File: src/rtl/cipu_gen.sv
// Purpose: two independent character channels. The queue channel filters
//          letters into a FIFO and emits them. The stack channel pushes
//          characters, pops groups on a separator and drains oldest-first
//          on the end code.
// Latency: an entry pushed at edge N is emitted no earlier than edge N+1.
//          Stack pops start one cycle after the separator is accepted.
// Backpressure: none on the outputs. The stack source holds the separator
//          until it sees done_thing.
// Ports:
//   clk, rst (sync, active-low)          clock and reset
//   ready_fifo / ready_lifo              start strobes per channel
//   people_thing_in -> people_thing_out  queue channel, qualified by valid_fifo
//   thing_in, thing_num -> thing_out     stack channel; thing_out is qualified
//                                        by valid_lifo (pop) or valid_fifo2 (drain)
//   done_thing                           pulse on the last cycle of a pop group
//   done_fifo/done_lifo/done_fifo2       sticky completion flags
//   q_ovf/s_ovf/s_unf                    sticky error flags
module cipu_gen #(
   parameter int DW       = 8,
   parameter int QDEPTH   = 16,
   parameter int SDEPTH   = 32,
   parameter int NW       = 4,
   parameter int END_CODE = 'h24,
   parameter int SEP_CODE = 'h3B,
   parameter int LO_CODE  = 'h41,
   parameter int HI_CODE  = 'h5A
) (
   input  logic          clk,
   input  logic          rst,
   input  logic          ready_fifo,
   input  logic          ready_lifo,
   input  logic [DW-1:0] people_thing_in,
   input  logic [DW-1:0] thing_in,
   input  logic [NW-1:0] thing_num,
   output logic          valid_fifo,
   output logic          valid_lifo,
   output logic          valid_fifo2,
   output logic [DW-1:0] people_thing_out,
   output logic [DW-1:0] thing_out,
   output logic          done_thing,
   output logic          done_fifo,
   output logic          done_lifo,
   output logic          done_fifo2,
   output logic          q_ovf,
   output logic          s_ovf,
   output logic          s_unf
);

   localparam int QPW = $clog2(QDEPTH);
   localparam int SPW = $clog2(SDEPTH);

   localparam logic [DW-1:0] END_C = DW'(END_CODE);
   localparam logic [DW-1:0] SEP_C = DW'(SEP_CODE);
   localparam logic [DW-1:0] LO_C  = DW'(LO_CODE);
   localparam logic [DW-1:0] HI_C  = DW'(HI_CODE);

   localparam logic [QPW:0]   Q_ONE     = (QPW+1)'(1);
   localparam logic [QPW:0]   Q_FULL    = (QPW+1)'(QDEPTH);
   localparam logic [SPW:0]   S_ONE     = (SPW+1)'(1);
   localparam logic [SPW:0]   S_FULL    = (SPW+1)'(SDEPTH);
   localparam logic [SPW-1:0] S_IDX_ONE = SPW'(1);

   // ------------------------------------------------------------------
   // Queue channel
   // ------------------------------------------------------------------
   typedef enum logic [1:0] {Q_IDLE, Q_RUN, Q_DRAIN, Q_DONE} q_state_t;

   q_state_t      q_state;
   q_state_t      q_nxt;
   logic [QPW:0]  q_wr;
   logic [QPW:0]  q_rd;
   logic [QPW:0]  q_cnt;
   logic          q_push_req;
   logic          q_push;
   logic          q_pop;
   logic          q_full;
   logic [DW-1:0] q_mem [QDEPTH];

   // Pointers carry one extra bit so full and empty are distinguishable.
   // The difference is the occupancy.
   assign q_cnt  = q_wr - q_rd;
   assign q_full = (q_cnt == Q_FULL);

   always_comb begin
      q_nxt      = q_state;
      q_push_req = 1'b0;
      q_pop      = 1'b0;
      case (q_state)
         Q_IDLE: begin
            if (ready_fifo) q_nxt = Q_RUN;
         end
         Q_RUN: begin
            q_pop = (q_cnt != '0);
            if (people_thing_in == END_C)
               q_nxt = Q_DRAIN;
            else if (people_thing_in >= LO_C && people_thing_in <= HI_C)
               q_push_req = 1'b1;
         end
         Q_DRAIN: begin
            q_pop = (q_cnt != '0);
            if (q_cnt == '0) q_nxt = Q_DONE;
         end
         Q_DONE: begin
            q_nxt = Q_DONE;
         end
         default: q_nxt = Q_IDLE;
      endcase
      // A pop in the same cycle frees the slot the push lands in.
      q_push = q_push_req && (!q_full || q_pop);
   end

   always_ff @(posedge clk) begin
      if (!rst) begin
         q_state          <= Q_IDLE;
         q_wr             <= '0;
         q_rd             <= '0;
         valid_fifo       <= 1'b0;
         people_thing_out <= '0;
         done_fifo        <= 1'b0;
         q_ovf            <= 1'b0;
      end else begin
         q_state    <= q_nxt;
         valid_fifo <= q_pop;
         done_fifo  <= (q_nxt == Q_DONE);
         if (q_push) q_wr <= q_wr + Q_ONE;
         if (q_pop) begin
            q_rd             <= q_rd + Q_ONE;
            people_thing_out <= q_mem[q_rd[QPW-1:0]];
         end
         if (q_push_req && !q_push) q_ovf <= 1'b1;
      end
   end

   // Storage is left uninitialised; only pointers define its contents.
   // When full, the read slot equals the write slot. The read sees the old
   // entry and the write lands after it.
   always_ff @(posedge clk) begin
      if (q_push) q_mem[q_wr[QPW-1:0]] <= people_thing_in;
   end

   // ------------------------------------------------------------------
   // Stack channel
   // ------------------------------------------------------------------
   typedef enum logic [2:0] {S_IDLE, S_RUN, S_POP, S_DRAIN, S_DONE} s_state_t;

   s_state_t       s_state;
   s_state_t       s_nxt;
   logic [SPW:0]   s_sp;        // occupancy; next free slot
   logic [SPW:0]   s_di;        // drain index, counts up from the bottom
   logic [SPW:0]   s_pc;        // pops remaining in the current group
   logic [SPW:0]   s_pc_load;
   logic [SPW-1:0] s_top_idx;
   logic [31:0]    tn_w;
   logic [31:0]    sp_w;
   logic           s_push;
   logic           s_sep;
   logic           s_end;
   logic           s_emit_top;
   logic           s_emit_bot;
   logic           s_ovf_set;
   logic           s_unf_set;
   logic [DW-1:0]  s_mem [SDEPTH];

   // A full stack has s_sp == SDEPTH with low bits zero. Subtracting one in
   // the narrow index width wraps to SDEPTH-1, which is the correct top slot.
   assign s_top_idx = s_sp[SPW-1:0] - S_IDX_ONE;
   assign tn_w      = 32'(thing_num);
   assign sp_w      = 32'(s_sp);

   always_comb begin
      s_nxt      = s_state;
      s_push     = 1'b0;
      s_sep      = 1'b0;
      s_end      = 1'b0;
      s_emit_top = 1'b0;
      s_emit_bot = 1'b0;
      s_ovf_set  = 1'b0;
      s_unf_set  = 1'b0;
      s_pc_load  = '0;
      case (s_state)
         S_IDLE: begin
            if (ready_lifo) s_nxt = S_RUN;
         end
         S_RUN: begin
            if (thing_in == END_C) begin
               s_end = 1'b1;
               // Nothing to drain: go straight to done.
               s_nxt = (s_sp == '0) ? S_DONE : S_DRAIN;
            end else if (thing_in == SEP_C) begin
               s_sep = 1'b1;
               s_nxt = S_POP;
               if (tn_w > sp_w) begin
                  s_unf_set = 1'b1;
                  s_pc_load = s_sp;
               end else begin
                  s_pc_load = tn_w[SPW:0];
               end
            end else if (s_sp == S_FULL) begin
               s_ovf_set = 1'b1;
            end else begin
               s_push = 1'b1;
            end
         end
         S_POP: begin
            // A zero count still spends one cycle here to produce done_thing.
            s_emit_top = (s_pc != '0);
            if (s_pc <= S_ONE) s_nxt = S_RUN;
         end
         S_DRAIN: begin
            if (s_di != s_sp) s_emit_bot = 1'b1;
            else              s_nxt      = S_DONE;
         end
         S_DONE: begin
            s_nxt = S_DONE;
         end
         default: s_nxt = S_IDLE;
      endcase
   end

   always_ff @(posedge clk) begin
      if (!rst) begin
         s_state     <= S_IDLE;
         s_sp        <= '0;
         s_di        <= '0;
         s_pc        <= '0;
         valid_lifo  <= 1'b0;
         valid_fifo2 <= 1'b0;
         thing_out   <= '0;
         done_thing  <= 1'b0;
         done_lifo   <= 1'b0;
         done_fifo2  <= 1'b0;
         s_ovf       <= 1'b0;
         s_unf       <= 1'b0;
      end else begin
         s_state     <= s_nxt;
         valid_lifo  <= s_emit_top;
         valid_fifo2 <= s_emit_bot;
         done_thing  <= (s_state == S_POP) && (s_pc <= S_ONE);
         done_fifo2  <= (s_nxt == S_DONE);
         if (s_push) s_sp <= s_sp + S_ONE;
         if (s_sep)  s_pc <= s_pc_load;
         if (s_end) begin
            s_di      <= '0;
            done_lifo <= 1'b1;
         end
         if (s_emit_top) begin
            s_sp      <= s_sp - S_ONE;
            s_pc      <= s_pc - S_ONE;
            thing_out <= s_mem[s_top_idx];
         end
         if (s_emit_bot) begin
            s_di      <= s_di + S_ONE;
            thing_out <= s_mem[s_di[SPW-1:0]];
         end
         if (s_ovf_set) s_ovf <= 1'b1;
         if (s_unf_set) s_unf <= 1'b1;
      end
   end

   always_ff @(posedge clk) begin
      if (s_push) s_mem[s_sp[SPW-1:0]] <= thing_in;
   end

endmodule

File: config.mk
export PLATFORM = sky130hd
export DESIGN_NAME = cipu_gen
export DESIGN_NICKNAME = d
export VERILOG_FILES = /design/src/rtl/cipu_gen.sv
export SDC_FILE = /design/constraint.sdc
export NUM_CORES = 1
export LEC_CHECK = 0
export ABC_AREA = 1
export BUFFER_PORTS_ARGS = -buffer_cell sky130_fd_sc_hd__buf_2
export CAP_MARGIN = 15
export CORE_UTILIZATION = 30
export DETAILED_ROUTE_END_ITERATION = 16
export GPL_ROUTABILITY_DRIVEN = 1
export HOLD_SLACK_MARGIN = 0.08
export PLACE_DENSITY = 0.41
export SYNTH_ARGS = -nofsm -noshare
export SYNTH_HDL_FRONTEND = slang
export SYNTH_SLANG_ARGS = --single-unit
File: constraint.sdc
create_clock -name clk -period 5.75 [get_ports clk]
set_input_delay 0.575 -clock clk [delete_from_list [all_inputs] [get_ports clk]]
set_output_delay 0.575 -clock clk [all_outputs]
set_load 0.01 [all_outputs]
# Word level (Yosys, flattened, before mapping)
# Memory sizes are Yosys's and may differ from the RTL's. A register that Yosys moved wholly into a read port is not among the register bits.
# Index checks and enable logic that the tools add are counted.
dict set report word_totals {
  memories 2
  mem_bits_rw 384
  output_inout_bits 26
  ff_bits 51
  in_bits 24
}
dict set report op_classes {
  n_mux 53
  reduce_logical 19
  add_sub_neg 8
  n_eq_ne 15
  n_lt_le_gt_ge 4
}
# memory depth width read_ports rd_clocked_by_memory_dff write_ports line_no
set mem_list {}
lappend mem_list {s_mem 32 8 2 1 1 162} ;# logic [DW-1:0] s_mem [SDEPTH];
lappend mem_list {q_mem 16 8 1 1 1 77} ;# logic [DW-1:0] q_mem [QDEPTH];
# operator n
set ops {}
lappend ops {{6-bit 2-to-1 mux} 10}
lappend ops {{1-bit 2-to-1 mux} 28}
lappend ops {{8-bit by 6-bit equality test with 1-bit output, second input constant} 3}
lappend ops {{3-bit 2-to-1 mux} 6}
lappend ops {{8-bit 2-to-1 mux} 2}
lappend ops {{3-bit one-hot mux with 5 select lines} 1}
lappend ops {{6-bit by 1-bit adder with 6-bit output, second input constant} 2}
lappend ops {{6-bit by 1-bit subtractor with 6-bit output, second input constant} 2}
lappend ops {{5-bit by 1-bit adder with 5-bit output, second input constant} 2}
lappend ops {{5-bit 2-to-1 mux} 2}
lappend ops {{8-bit by 7-bit greater-or-equal comparator with 1-bit output, second input constant} 1}
lappend ops {{8-bit by 7-bit less-or-equal comparator with 1-bit output, second input constant} 1}
lappend ops {{2-bit one-hot mux with 4 select lines} 1}
lappend ops {{2-bit nonzero test} 4}
lappend ops {{2-bit equality test, second input constant} 3}
lappend ops {{3-bit by 2-bit equality test with 1-bit output, second input constant} 2}
lappend ops {{3-bit equality test, second input constant} 2}
lappend ops {{6-bit equality test, second input constant} 1}
lappend ops {{4-bit by 6-bit > comparator with 1-bit output} 1}
lappend ops {{6-bit by 1-bit less-or-equal comparator with 1-bit output, second input constant} 1}
lappend ops {{6-bit logical NOT} 1}
lappend ops {{2-bit 2-to-1 mux} 3}
lappend ops {{6-bit != test} 1}
lappend ops {{6-bit nonzero test} 1}
lappend ops {{13 further kinds} 18}

# Longest topological paths before layout
dict set report logic_depth {
  ltp_word 8
  ltp_mapped 17
  mapped_depth_nobuf 16
}

# Worst setup path after synthesis
# Ideal clock, no wire load.
dict set report synth_path {
  path_type {flip-flop to flip-flop}
  startpoint {register q_rd[3]}
  endpoint {memory q_mem[0][0] (enable)}
  synth_period_minus_slack_ps 2540
  stages_incl_launch_ff 13
  path_slack_ps 3210
  required_ps 5380
  arrival_time_ps 2170
  cell_sequence {dfxtp_1 > inv_1 > clkbuf_1 > ha_1 > a21oi_1 > nand2_1 > nand2_1 > nand2_1 > nand3_1 > nand2_1 > inv_2 > nand2_1 > nor2_1}
}
dict set report synth_between {
  elab_chain_cells 7
  elab_cells_between_ends 9
  cone_classes {add/sub: 1; eq/ne: 1; mux: 3; reduce/logical: 4}
}
# item line_no
set synth_lines {}
lappend synth_lines {{start, declared} 71} ;# logic [QPW:0] q_rd;
lappend synth_lines {{start signal, assigned} 127} ;# q_rd <= q_rd + Q_ONE;
lappend synth_lines {{5-bit subtractor (*)} 81} ;# assign q_cnt = q_wr - q_rd;
lappend synth_lines {{5-bit equality test / 5-bit nonzero test (equally long branches)} {82, 93, 100}}
lappend synth_lines {{1-bit logical NOT / 1-bit 2-to-1 mux (equally long branches)} -}
lappend synth_lines {{1-bit logical OR (*)} 109} ;# q_push = q_push_req && (!q_full || q_pop);
lappend synth_lines {{1-bit logical AND (*)} 109}
lappend synth_lines {{1-bit 2-to-1 mux (*)} 138} ;# if (q_push) q_mem[q_wr[QPW-1:0]] <= people_thing_in;
lappend synth_lines {{1-bit 2-to-1 mux (not written as such) (*)} 138}
lappend synth_lines {{end, declared} 77}
# Mark *: on every way between the ends. The rest lies on a longest branch, timed or not.

# Worst setup path in the final report
dict set report layout_path {
  startpoint {register q_rd[1]}
  endpoint {memory q_mem[4][4] (enable)}
}
# The elaborated chain is that of the path after synthesis.

==> metrics.txt <==
# Post-CTS Setup Buffers 0; layout cells sized above 1 7.54%; Root Buffer clkbuf_16; pre-CTS setup slack 2050 ps; antenna diode count 0; CP arrival 3950 ps; initial antenna violation count 1; register bit count reported by yosys 448; Crit Path Class reg -> reg; Post-synth EDFFs 384; syn avg cell area 8.87 sq um; Die Y-Extent 275 um; Max H-tree Level 2; grt ovf 0; CP required 5970 ps; Synth Flop Type edfxtp_1; CTS clock-pin slew for the worst setup and hold paths 60 ps; clock latency on the worst-skew pair 620 ps; row cnt 99; setup_tns 0 ps; first-pass GRT wire length 116000 um; CP Cell Sequence buf_4, inv_1, ha_1, nand2_1, nand2_1, nand3_1, nand2_1, nand2_1, nand2_1, nand3_1, nand2_1, inv_2, nand2_1, nor2_1; Final GP Congestion 0.932; synth unique cells 44; syn_nets 2580; CTS tree built; Final Worst Setup Slack 2020 ps; I/O Pins 50; PortBufs 49; Max clock buf depth 3; Rel. slew slack 26.1%; Synth area leader edfxtp_1; pwr/cell area 319 nW/um^2; Top Metal Used met4; crit end category flop; synth top area cells edfxtp_1, nand3_1, nand2_1; DRT Pass-1 Iters 6; Leak 9.97 nW; post-synth top area share 51.4%; metal2 WL 33800 um; Fmax 268 MHz; overall track demand over capacity in global routing 20.7%; # setup viols final 0; Worst Skew 45.0 ps; 1st-iter DRT viols 1985; Period Utilization, post-route 64.9%; DP Wirelength 52000 um; Worst Setup Start Kind flop; area delta synth->final 12.0%; routed vias 18200; worst vdd ir 0.207 mV; Max-Cap Viols 0; Final Net Count 2570; worst slew pin tran 1110 ps; Post-synth top cells nand2_1, nand3_1, edfxtp_1; Clock Sinks 448; full die area 75800 sq um; Yosys warnings 0; drt via density 5.18; Hold Vio Cnt, Final 0; CP max stage delay 590 ps; Top cell by count, worst path nand2_1; Mapped Cells 2526; Detailed Route WL 78700 um; post-route DRC violation count 0; post-route ant nets 0; post-synthesis cell area 22400 sq um; Crit Path Max Fanout 48; met3 WL post-DR 5380 um; M1 wire length 37800 um; wire per inst 22.4 um; final-report max-slew violation count 0; Core ar. 73500 sq um; Post-synth ARST share 0%; RSZ-0062 raised after global routing false; post-cts sizing count 0; cts hold-fix bufs 0; vias in the first global route 17500; slowest CP cell nor2_1; post-route minimum period 3730 ps; Die Width 275 um; CTS buffer count 52; largest net degree at the start of global routing 120; Worst Hold Class in -> reg; Starting Density 30.5%; count leader, synth nand2_1; register area share after synthesis 57.2%; status complete, no violations
final cells by class:
class	instances	area, sq um
Clock inverter	31	293
Inverter	321	1210
Multi-Input combinational cell	1615	7750
Fill cell	7661	48300
Clock buffer	65	1360
Timing Repair Buffer	78	475
Sequential cell	448	12800
Tap cell	959	1200
logic make-up after synthesis:
logic type	synth area share [%]
AND/OR/NAND/NOR	25.2
buffers and inverters	8.37
flip-flops	57.2
adder cells (fa/ha/maj)	1.71
AO/OA/AOI/OAI	6.66
XOR/XNOR	0.882
power by group:
part	total (mW)	internal (mW)	switching (mW)
registers	3.60	3.56	0.0326
logic	1.13	0.289	0.843
clock network	3.28	1.86	1.41
critical path, delay by kind of cell (launching register included):
kind                     cells  cell delay (ps)
flip-flops                   1              300
buffers and inverters        3              960
AND/OR/NAND/NOR             10             1660
adder cells (fa/ha/maj)      1              430
cell usage in the layout (no fill, tap or decap), types with 4 or more instances in the layout:
master     netlist  layout
o21ai_0         97      97
inv_1          307     306
edfxtp_1       384     384
o22ai_1         20      20
nand3_1        476     476
nand4_1          4       4
clkbuf_16        0      52
buf_4            6      28
inv_2           13      13
dfxtp_1         64      60
ha_1            29      28
nor3_1           6       6
o21bai_1         5       5
o21ai_1          4       4
a21oi_1         46      46
clkinv_2         0      13
clkinv_1         1      10
bufinv_16        0       4
nand2_1        622     622
buf_2           68      49
a22oi_1          8       8
o211ai_1        63      63
xor2_1          12      12
clkbuf_1        45      12
nor2_1         187     187
xnor2_1          5       5
nand2_2          4       4
routing by layer:
layer	track usage (%)	vias up
met5	0	-
met4	5.18	0
met3	3.71	108
met2	31.0	653
met1	30.7	9011
li1	-	8438
path summary, 6_finish.rpt:
path | startpoint | to | slack (ps) | cells after the start
max reg2reg | q_rd[1]$_SDFFE_PN0P_ | q_mem[4][4]$_DFFE_PP_ | 2020 | 14
min reg2reg | q_ovf$_SDFFE_PN0P_ | q_ovf$_SDFFE_PN0P_ | 450 | 2
min | ready_lifo | s_state[0]$_SDFF_PN0_ | 250 | 3
max | q_rd[1]$_SDFFE_PN0P_ | q_mem[4][4]$_DFFE_PP_ | 2020 | 14
state kept, by name, indices dropped and copies added (netlist names), 6 cells and up, named ones only:
| name | cells |
|---|---|
| s_sp | 6 |
| q_mem | 128 |
| people_thing_out | 8 |
| s_mem | 256 |
| s_pc | 6 |
| s_di | 6 |
| thing_out | 8 |
through the flow:
step	area (sq um)	util (%)	std cells	total power, mW	hold WS (ps)
after floorplan	22400	-	2526	4.35	452
after global placement	23500	31.9	3421	4.80	436
after detailed placement	23500	31.9	3421	4.79	441
after CTS	25100	34.2	3517	8.07	232
after global routing	25100	34.2	3517	8.30	276
final	25100	34.2	3517	8.01	253
(Power assumes the default switching activity.)
